File: src/rtl/audio_i2s_rx_pkg.sv
// Shared types and constants for the I2S receiver.
package audio_pkg;

    typedef enum logic [1:0] {
        UNLOCKED = 2'd0,
        LEFT     = 2'd1,
        RIGHT    = 2'd2
    } T_i2s_rx_state;

    localparam int unsigned C_wdog_limit = 1024;
    localparam int unsigned C_wdog_w     = 10;
    localparam int unsigned C_cnt_w      = 6;
    localparam logic [C_cnt_w-1:0] C_cnt_max = 6'd63;

endpackage

File: src/rtl/audio_i2s_rx_if.sv
// Serial pins in, parallel samples out; master drives the pins, slave is the receiver.
interface audio_i2s_rx_if #(
    parameter int P_width = 16
);
    logic               I_sclk;
    logic               I_wclk;
    logic               I_data;
    logic [P_width-1:0] O_left;
    logic [P_width-1:0] O_right;
    logic               O_valid;
    logic               O_error;
    logic               O_locked;

    modport master (
        output I_sclk, I_wclk, I_data,
        input  O_left, O_right, O_valid, O_error, O_locked
    );

    modport slave (
        input  I_sclk, I_wclk, I_data,
        output O_left, O_right, O_valid, O_error, O_locked
    );
endinterface

File: src/rtl/audio_i2s_rx_sync_edge.sv
// Synchroniser with rise detect on i_edge; i_d rides through the same depth so it stays aligned.
module sync_edge #(
    parameter int P_stages = 2,
    parameter int P_width  = 2
) (
    input  logic               i_clock,
    input  logic               i_reset,
    input  logic               i_edge,
    input  logic [P_width-1:0] i_d,
    output logic               o_rise,
    output logic [P_width-1:0] o_d
);
    logic [P_stages-1:0] r_edge_sync;
    logic                r_edge_dly;
    logic [P_width-1:0]  r_d_sync [P_stages];

    always_ff @(posedge i_clock or negedge i_reset) begin
        if (!i_reset) begin
            r_edge_sync <= '0;
            r_edge_dly  <= 1'b0;
            for (int i = 0; i < P_stages; i++) r_d_sync[i] <= '0;
        end else begin
            r_edge_sync <= {r_edge_sync[P_stages-2:0], i_edge};
            r_edge_dly  <= r_edge_sync[P_stages-1];
            r_d_sync[0] <= i_d;
            for (int i = 1; i < P_stages; i++) r_d_sync[i] <= r_d_sync[i-1];
        end
    end

    assign o_rise = r_edge_sync[P_stages-1] & ~r_edge_dly;
    assign o_d    = r_d_sync[P_stages-1];
endmodule

File: src/rtl/audio_i2s_rx.sv
// Philips I2S receiver: oversampled bit clock, left/right deserialiser, lock FSM and watchdog.
// state    | meaning
// UNLOCKED | waiting for a wclk 1->0 boundary, data discarded
// LEFT     | assembling the left word
// RIGHT    | assembling the right word; its end publishes the pair
module audio_i2s_rx
    import audio_pkg::*;
#(
    parameter int P_width       = 16,
    parameter int P_sync_stages = 2
) (
    input  logic          I_clock,
    input  logic          I_reset,
    audio_i2s_rx_if.slave bus
);
    localparam logic [C_cnt_w-1:0]  L_width     = C_cnt_w'(P_width);
    localparam logic [C_cnt_w-1:0]  L_one       = C_cnt_w'(1);
    localparam logic [C_wdog_w-1:0] L_wdog_load = C_wdog_w'(C_wdog_limit - 1);

    T_i2s_rx_state        r_state;
    T_i2s_rx_state        w_state_nxt;
    logic                 w_rise;
    logic [1:0]           w_sync;
    logic                 w_wclk_s;
    logic                 w_data_s;
    logic                 w_bound;
    logic                 w_wdog_tc;
    logic                 w_shift;
    logic                 w_clr;
    logic                 w_latch_left;
    logic                 w_latch_right;
    logic [P_width-1:0]   w_shreg_sh;
    logic [C_cnt_w-1:0]   w_cnt_sh;
    logic [C_cnt_w-1:0]   w_shamt;
    logic [P_width-1:0]   w_word;

    logic                 r_wclk_prev;
    logic [P_width-1:0]   r_shreg;
    logic [C_cnt_w-1:0]   r_bit_cnt;
    logic [P_width-1:0]   r_hold;
    logic [P_width-1:0]   r_left;
    logic [P_width-1:0]   r_right;
    logic                 r_valid;
    logic                 r_error;
    logic                 r_locked;
    logic [C_wdog_w-1:0]  r_wdog;

    sync_edge #(
        .P_stages (P_sync_stages),
        .P_width  (2)
    ) u_sync (
        .i_clock (I_clock),
        .i_reset (I_reset),
        .i_edge  (bus.I_sclk),
        .i_d     ({bus.I_wclk, bus.I_data}),
        .o_rise  (w_rise),
        .o_d     (w_sync)
    );

    assign w_wclk_s  = w_sync[1];
    assign w_data_s  = w_sync[0];
    assign w_bound   = w_rise && (w_wclk_s != r_wclk_prev);
    assign w_wdog_tc = !w_rise && (r_wdog == '0);

    // Bits past P_width are dropped but still counted so over-length words flag an error.
    always_comb begin
        w_shreg_sh = r_shreg;
        w_cnt_sh   = r_bit_cnt;
        if (r_bit_cnt < L_width) begin
            w_shreg_sh = {r_shreg[P_width-2:0], w_data_s};
            w_cnt_sh   = r_bit_cnt + L_one;
        end else if (r_bit_cnt != C_cnt_max) begin
            w_cnt_sh = r_bit_cnt + L_one;
        end
    end

    assign w_shamt = L_width - w_cnt_sh;
    assign w_word  = (w_cnt_sh < L_width) ? (w_shreg_sh << w_shamt) : w_shreg_sh;

    always_comb begin
        w_state_nxt   = r_state;
        w_shift       = 1'b0;
        w_clr         = 1'b0;
        w_latch_left  = 1'b0;
        w_latch_right = 1'b0;
        if (w_rise) begin
            case (r_state)
                UNLOCKED: begin
                    if (w_bound && !w_wclk_s) begin
                        w_state_nxt = LEFT;
                        w_clr       = 1'b1;
                    end
                end
                LEFT: begin
                    w_shift = 1'b1;
                    if (w_bound) begin
                        w_latch_left = 1'b1;
                        w_state_nxt  = RIGHT;
                    end
                end
                RIGHT: begin
                    w_shift = 1'b1;
                    if (w_bound) begin
                        w_latch_right = 1'b1;
                        w_state_nxt   = LEFT;
                    end
                end
                default: w_state_nxt = UNLOCKED;
            endcase
        end else if (w_wdog_tc) begin
            w_state_nxt = UNLOCKED;
            w_clr       = 1'b1;
        end
    end

    always_ff @(posedge I_clock or negedge I_reset) begin
        if (!I_reset) begin
            r_state <= UNLOCKED;
        end else begin
            r_state <= w_state_nxt;
        end
    end

    always_ff @(posedge I_clock or negedge I_reset) begin
        if (!I_reset) begin
            r_wclk_prev <= 1'b0;
            r_shreg     <= '0;
            r_bit_cnt   <= '0;
            r_hold      <= '0;
            r_left      <= '0;
            r_right     <= '0;
            r_valid     <= 1'b0;
            r_error     <= 1'b0;
            r_locked    <= 1'b0;
            r_wdog      <= '0;
        end else begin
            if (w_rise) r_wclk_prev <= w_wclk_s;

            if (w_clr) begin
                r_bit_cnt <= '0;
            end else if (w_latch_left || w_latch_right) begin
                r_shreg   <= w_shreg_sh;
                r_bit_cnt <= '0;
            end else if (w_shift) begin
                r_shreg   <= w_shreg_sh;
                r_bit_cnt <= w_cnt_sh;
            end

            if (w_latch_left) r_hold <= w_word;
            // Left and right are published together so a reader never sees a mixed pair.
            if (w_latch_right) begin
                r_right <= w_word;
                r_left  <= r_hold;
            end

            r_valid  <= w_latch_right;
            r_error  <= (w_latch_left || w_latch_right) && (w_cnt_sh != L_width);
            r_locked <= (w_state_nxt != UNLOCKED);

            if (w_rise) begin
                r_wdog <= L_wdog_load;
            end else if (r_wdog != '0) begin
                r_wdog <= r_wdog - C_wdog_w'(1);
            end
        end
    end

    assign bus.O_left   = r_left;
    assign bus.O_right  = r_right;
    assign bus.O_valid  = r_valid;
    assign bus.O_error  = r_error;
    assign bus.O_locked = r_locked;
endmodule

File: src/flat_wrapper.sv
// flat-port wrapper written by rule: the top's interface ports become plain ports
module audio_i2s_rx_flat import audio_pkg::*;
#(
    parameter int P_width       = 16,
    parameter int P_sync_stages = 2
)
  (I_clock, I_reset, bus_I_sclk, bus_I_wclk, bus_I_data, bus_O_left, bus_O_right, bus_O_valid, bus_O_error, bus_O_locked);
  audio_i2s_rx_if #(.P_width(P_width)) bus_i ();
  input  logic I_clock;
  input  logic I_reset;
  input wire logic [$bits(bus_i.I_sclk)-1:0] bus_I_sclk;
  input wire logic [$bits(bus_i.I_wclk)-1:0] bus_I_wclk;
  input wire logic [$bits(bus_i.I_data)-1:0] bus_I_data;
  output wire logic [$bits(bus_i.O_left)-1:0] bus_O_left;
  output wire logic [$bits(bus_i.O_right)-1:0] bus_O_right;
  output wire logic [$bits(bus_i.O_valid)-1:0] bus_O_valid;
  output wire logic [$bits(bus_i.O_error)-1:0] bus_O_error;
  output wire logic [$bits(bus_i.O_locked)-1:0] bus_O_locked;
  assign bus_i.I_sclk = bus_I_sclk;
  assign bus_i.I_wclk = bus_I_wclk;
  assign bus_i.I_data = bus_I_data;
  assign bus_O_left = bus_i.O_left;
  assign bus_O_right = bus_i.O_right;
  assign bus_O_valid = bus_i.O_valid;
  assign bus_O_error = bus_i.O_error;
  assign bus_O_locked = bus_i.O_locked;
  audio_i2s_rx #(.P_width(P_width), .P_sync_stages(P_sync_stages)) u_core (.I_clock(I_clock), .I_reset(I_reset), .bus(bus_i));
endmodule
File: config.mk
export PLATFORM = sky130hd
export DESIGN_NAME = audio_i2s_rx_flat
export DESIGN_NICKNAME = d
export VERILOG_FILES = /design/src/rtl/audio_i2s_rx_pkg.sv /design/src/rtl/audio_i2s_rx_if.sv /design/src/rtl/audio_i2s_rx_sync_edge.sv /design/src/rtl/audio_i2s_rx.sv /design/src/flat_wrapper.sv
export SDC_FILE = /design/constraint.sdc
export NUM_CORES = 1
export LEC_CHECK = 0
export BUFFER_PORTS_ARGS = -buffer_cell sky130_fd_sc_hd__buf_2
export CAP_MARGIN = 20
export CORE_ASPECT_RATIO = 1.5
export CORE_MARGIN = 2
export CORE_UTILIZATION = 40
export CTS_CLUSTER_SIZE = 12
export DETAILED_ROUTE_END_ITERATION = 16
export PLACE_DENSITY = 0.57
export SYNTH_ARGS = -nofsm -noshare
export SYNTH_HDL_FRONTEND = slang
export SYNTH_HIERARCHICAL = 1
export SYNTH_SLANG_ARGS = --single-unit
export TNS_END_PERCENT = 20
File: constraint.sdc
create_clock -name I_clock -period 4.4 [get_ports I_clock]
set_clock_uncertainty 0.15 [all_clocks]
set_input_delay 0 -clock I_clock [delete_from_list [all_inputs] [get_ports I_clock]]
set_output_delay 0 -clock I_clock [all_outputs]
set_load 0.02 [all_outputs]
==> summary.txt <==
Clocking
  – Clock Pin Slew Worst Setup and Hold Paths: 80 ps
  – Clk sinks: 93
  – Clock latency on the worst-skew pair: 350 ps
  – Post-CTS Setup Inserts: 0
  – Cts hold-fix bufs: 4
  – H-tree level count: 3
  – Total CTS buffers: 9
  – Post_cts resized: 0
  – Longest Clk Path Bufs: 2
  – Clock tree from TritonCTS: yes
  – Root cell of the clock tree: clkbuf_16

Layout
  – Share of cells above drive strength 1: 18.1%
  – Final #Nets: 696
  – Synth-to-layout area growth: 11.3%
  – Number of antenna diodes: 0

STA
  – Period utilization: 91.4%
  – Max Freq: 249 MHz
  – Worst slew pin tran: 1020 ps
  – Pins over their slew limit: 0
  – Min setup slack post-route: 377 ps
  – Setup TNS: 0 ps
  – RSZ-0062 raised after global routing: false
  – Final Hold Viols: 0
  – Rel. slew slack: 31.8%
  – Tmin final: 4020 ps
  – Final setup vio count: 0

Floorplan
  – Core footprint: 14400 µm²
  – Num rows: 54
  – I/O pins: 40
  – Die extent in x: 103 µm
  – Die area: 15600 µm²
  – Die outline height: 152 µm
  – Starting Density: 40.6%

Synth
  – Synth Area in Adders: 1.50%
  – Async set-reset flop share out of synthesis: 100%
  – Syn avg cell area: 8.81 µm²
  – Complex-gate fraction of the synthesized area: 19.2%
  – Post-synth top area cell: dfrtp_1
  – Ys Warns: 6
  – Synthesized area: 5840 µm²
  – Distinct cells, synth: 76
  – EDFF count, synth: 0
  – Multiplexer area fraction after synthesis: 11.7%
  – Post-Syn Instances: 663
  – Post-synthesis xor/xnor area fraction: 1.50%
  – Simple-gate share of the synthesized area: 20.3%
  – Synth Net Count: 675
  – Seq cells post-synth: 93
  – Largest cells by area after synthesis: dfrtp_1, nand2_1, mux2_2
  – Sequential fraction of the synthesis area: 39.8%
  – Largest family of logic cells by synthesized area: simple AND/OR/NAND/NOR gates
  – Synth Flop Type: dfrtp_1
  – Synth top area share: 39.8%

Worst setup path
  – Arrival time worst endpoint: 4160 ps
  – CP max-delay cell: o32ai_1
  – CP cell instances: ha_1 > nand3_2 > o21ai_0 > and2_1 > inv_1 > ha_1 > a21oi_1 > o21ai_0 > o32ai_1 > a21oi_1 > o21ai_0 > mux2_2
  – Critical path's top delay family: compound AO/OA/AOI/OAI gates
  – Critical path capture point type: register
  – Worst R2R Start: u_core/r_bit_cnt[1]
  – Worst reg-to-reg path cell count: 12
  – Crit-path max FO: 14
  – Largest stage delay on the critical path: 650 ps
  – Type of origin of the critical path: register
  – Cell mode on critical path: o21ai_0
  – WP buf/inv: 1
  – Crit Path Class: reg -> reg
  – Reg2reg end: u_core/bus.O_right[11]
  – Required time of the critical path: 4540 ps
  – Worst R2R Setup Slack: 380 ps

Pwr
  – Leak pwr: 2.87 nW
  – Max VDD drop: 194 µV
  – Cell internal pwr: 1.95 mW
  – Pwr/cell area: 516 nW/µm²
  – Switching pwr: 1.40 mW
  – Sw Ratio: 41.8%
  – Clock power frac: 23.1%
  – Register share of total power: 33.8%
  – Power share of the combinational group: 43.1%

Global route
  – First-pass GRT wire length: 27.3 mm
  – Pin count of the biggest net entering global routing: 55
  – Vias in the first global route: 4985
  – Global-route usage over all layers: 22.2%
  – Global route overflow: 0
  – Initial antenna violation count: 0

Placement
  – Port buffer count: 39
  – Final Wtd Congestion: 0.945
  – Detailed Place HPWL: 12.2 mm
  – Placement Setup Slack: 505 ps

Flow run
  – Max-cap check violation count: 0

Detailed routing
  – # DRC: 0
  – Average wire per standard cell: 19.1 µm
  – Drt total wl: 16.9 mm
  – Vias: 5158
  – Drt pass-1 iters: 6
  – DR vias/cell: 5.83
  – DRC marker count from the first detailed-route iteration: 460
  – Remaining antenna violation count: 0

Outcome
  – Status: completed

Min path
  – Worst hold path class: in -> async
==> power groups by stage <==
stage / Clock (mW) / Sequential [mW] / Combinational, mW
after global placement: 0 / 1.14 / 1.40
after global routing: 0.841 / 1.15 / 1.57
after CTS: 0.804 / 1.13 / 1.42
final: 0.777 / 1.13 / 1.45
after floorplan: 0 / 1.10 / 1.05
after detailed placement: 0 / 1.15 / 1.41
==> cells by family after synthesis <==
logic type	count (synthesis)
muxes	58
buffers and inverters	76
adders and majority gates	7
xor gates and xnor gates	10
and+or+nand+nor	248
AOI/OAI and AO/OA	171
DFF	93
==> how the worst max path moves through the flow <==
stage                        start                     end  slack, ps  cells past startpoint
5_1_grt        u_core/r_bit_cnt[1]  u_core/bus.O_right[13]        100                     12
4_1_cts        u_core/r_bit_cnt[1]  u_core/bus.O_right[13]        480                     12
3_3_place_gp   u_core/r_bit_cnt[1]  u_core/bus.O_right[11]        620                     12
6_report       u_core/r_bit_cnt[1]  u_core/bus.O_right[11]        380                     12
3_5_place_dp   u_core/r_bit_cnt[1]  u_core/bus.O_right[13]        500                     12
2_1_floorplan  u_core/r_bit_cnt[0]  u_core/bus.O_right[13]       1130                     15
==> per-stage QoR <==
step	utilization (%)	cells	total power, mW	hold slack [ps]	cell area, µm²
after floorplan	-	663	2.15	-446	5840
after global placement	42.9	865	2.55	-117	6170
after detailed placement	42.9	865	2.56	-108	6170
after CTS	45.2	885	3.36	48.4	6500
after global routing	45.2	885	3.56	94.1	6500
final	45.2	885	3.36	31.8	6500
==> layout by cell type (no fill, tap or decap), types with 6 or more instances in the layout <==
| cell | instances |
|---|---|
| o21ai_0 | 36 |
| mux2_2 | 33 |
| o22ai_1 | 7 |
| nand2b_1 | 13 |
| o221ai_1 | 6 |
| clkbuf_16 | 9 |
| inv_1 | 21 |
| a31oi_1 | 13 |
| and2_1 | 9 |
| a21oi_1 | 48 |
| nor2_1 | 34 |
| mux2i_1 | 20 |
| nand2_1 | 116 |
| xnor2_1 | 9 |
| buf_2 | 38 |
| buf_4 | 20 |
| ha_1 | 7 |
| dfrtp_1 | 93 |
| nor3_1 | 14 |
| nand3_1 | 19 |
| o211ai_1 | 6 |
==> sequential cells by signal, summed over array words and instances, names as in the netlist <==
register                   flops
u_core/bus.O_error             1
u_core/bus.O_left             16
u_core/bus.O_locked            1
u_core/bus.O_right            16
u_core/bus.O_valid             1
u_core/r_bit_cnt               6
u_core/r_hold                 16
u_core/r_shreg                16
u_core/r_state                 2
u_core/r_wclk_prev             1
u_core/r_wdog                 10
u_core/u_sync/o_d              2
u_core/u_sync/r_d_sync         2
u_core/u_sync/r_edge_dly       1
u_core/u_sync/r_edge_sync      2
==> layout make-up <==
class	instances	area [µm²]
Fill cell	1449	7890
Multi-Input combinational cell	494	3170
Sequential cell	93	2330
Timing Repair Buffer	62	380
Tap cell	196	245
Clock buffer	9	225
Inverter	24	90.1
Clock inverter	7	68.8
==> per-layer routing <==
layer	track usage, %	share of wire [%]
met4	8.06	3.0
met5	0	0
met3	3.40	3.9
met1	28.0	43
met2	37.7	51
==> Yosys cell counts (5+ instances only) <==
library cell    n
nand2_1       116
dfrtp_1        93
a21oi_1        48
o21ai_0        36
nor2_1         34
mux2_2         33
clkbuf_1       23
inv_1          21
mux2i_1        20
nand3_1        19
buf_2          18
nor3_1         14
a31oi_1        13
nand2b_1       13
and2_1          9
xnor2_1         9
ha_1            7
o22ai_1         7
o211ai_1        6
o221ai_1        6
a211oi_1        5
and3_1          5
buf_4           5
mux4_2          5
nand3b_1        5
nand4_1         5
(Power assumes the default switching activity.)
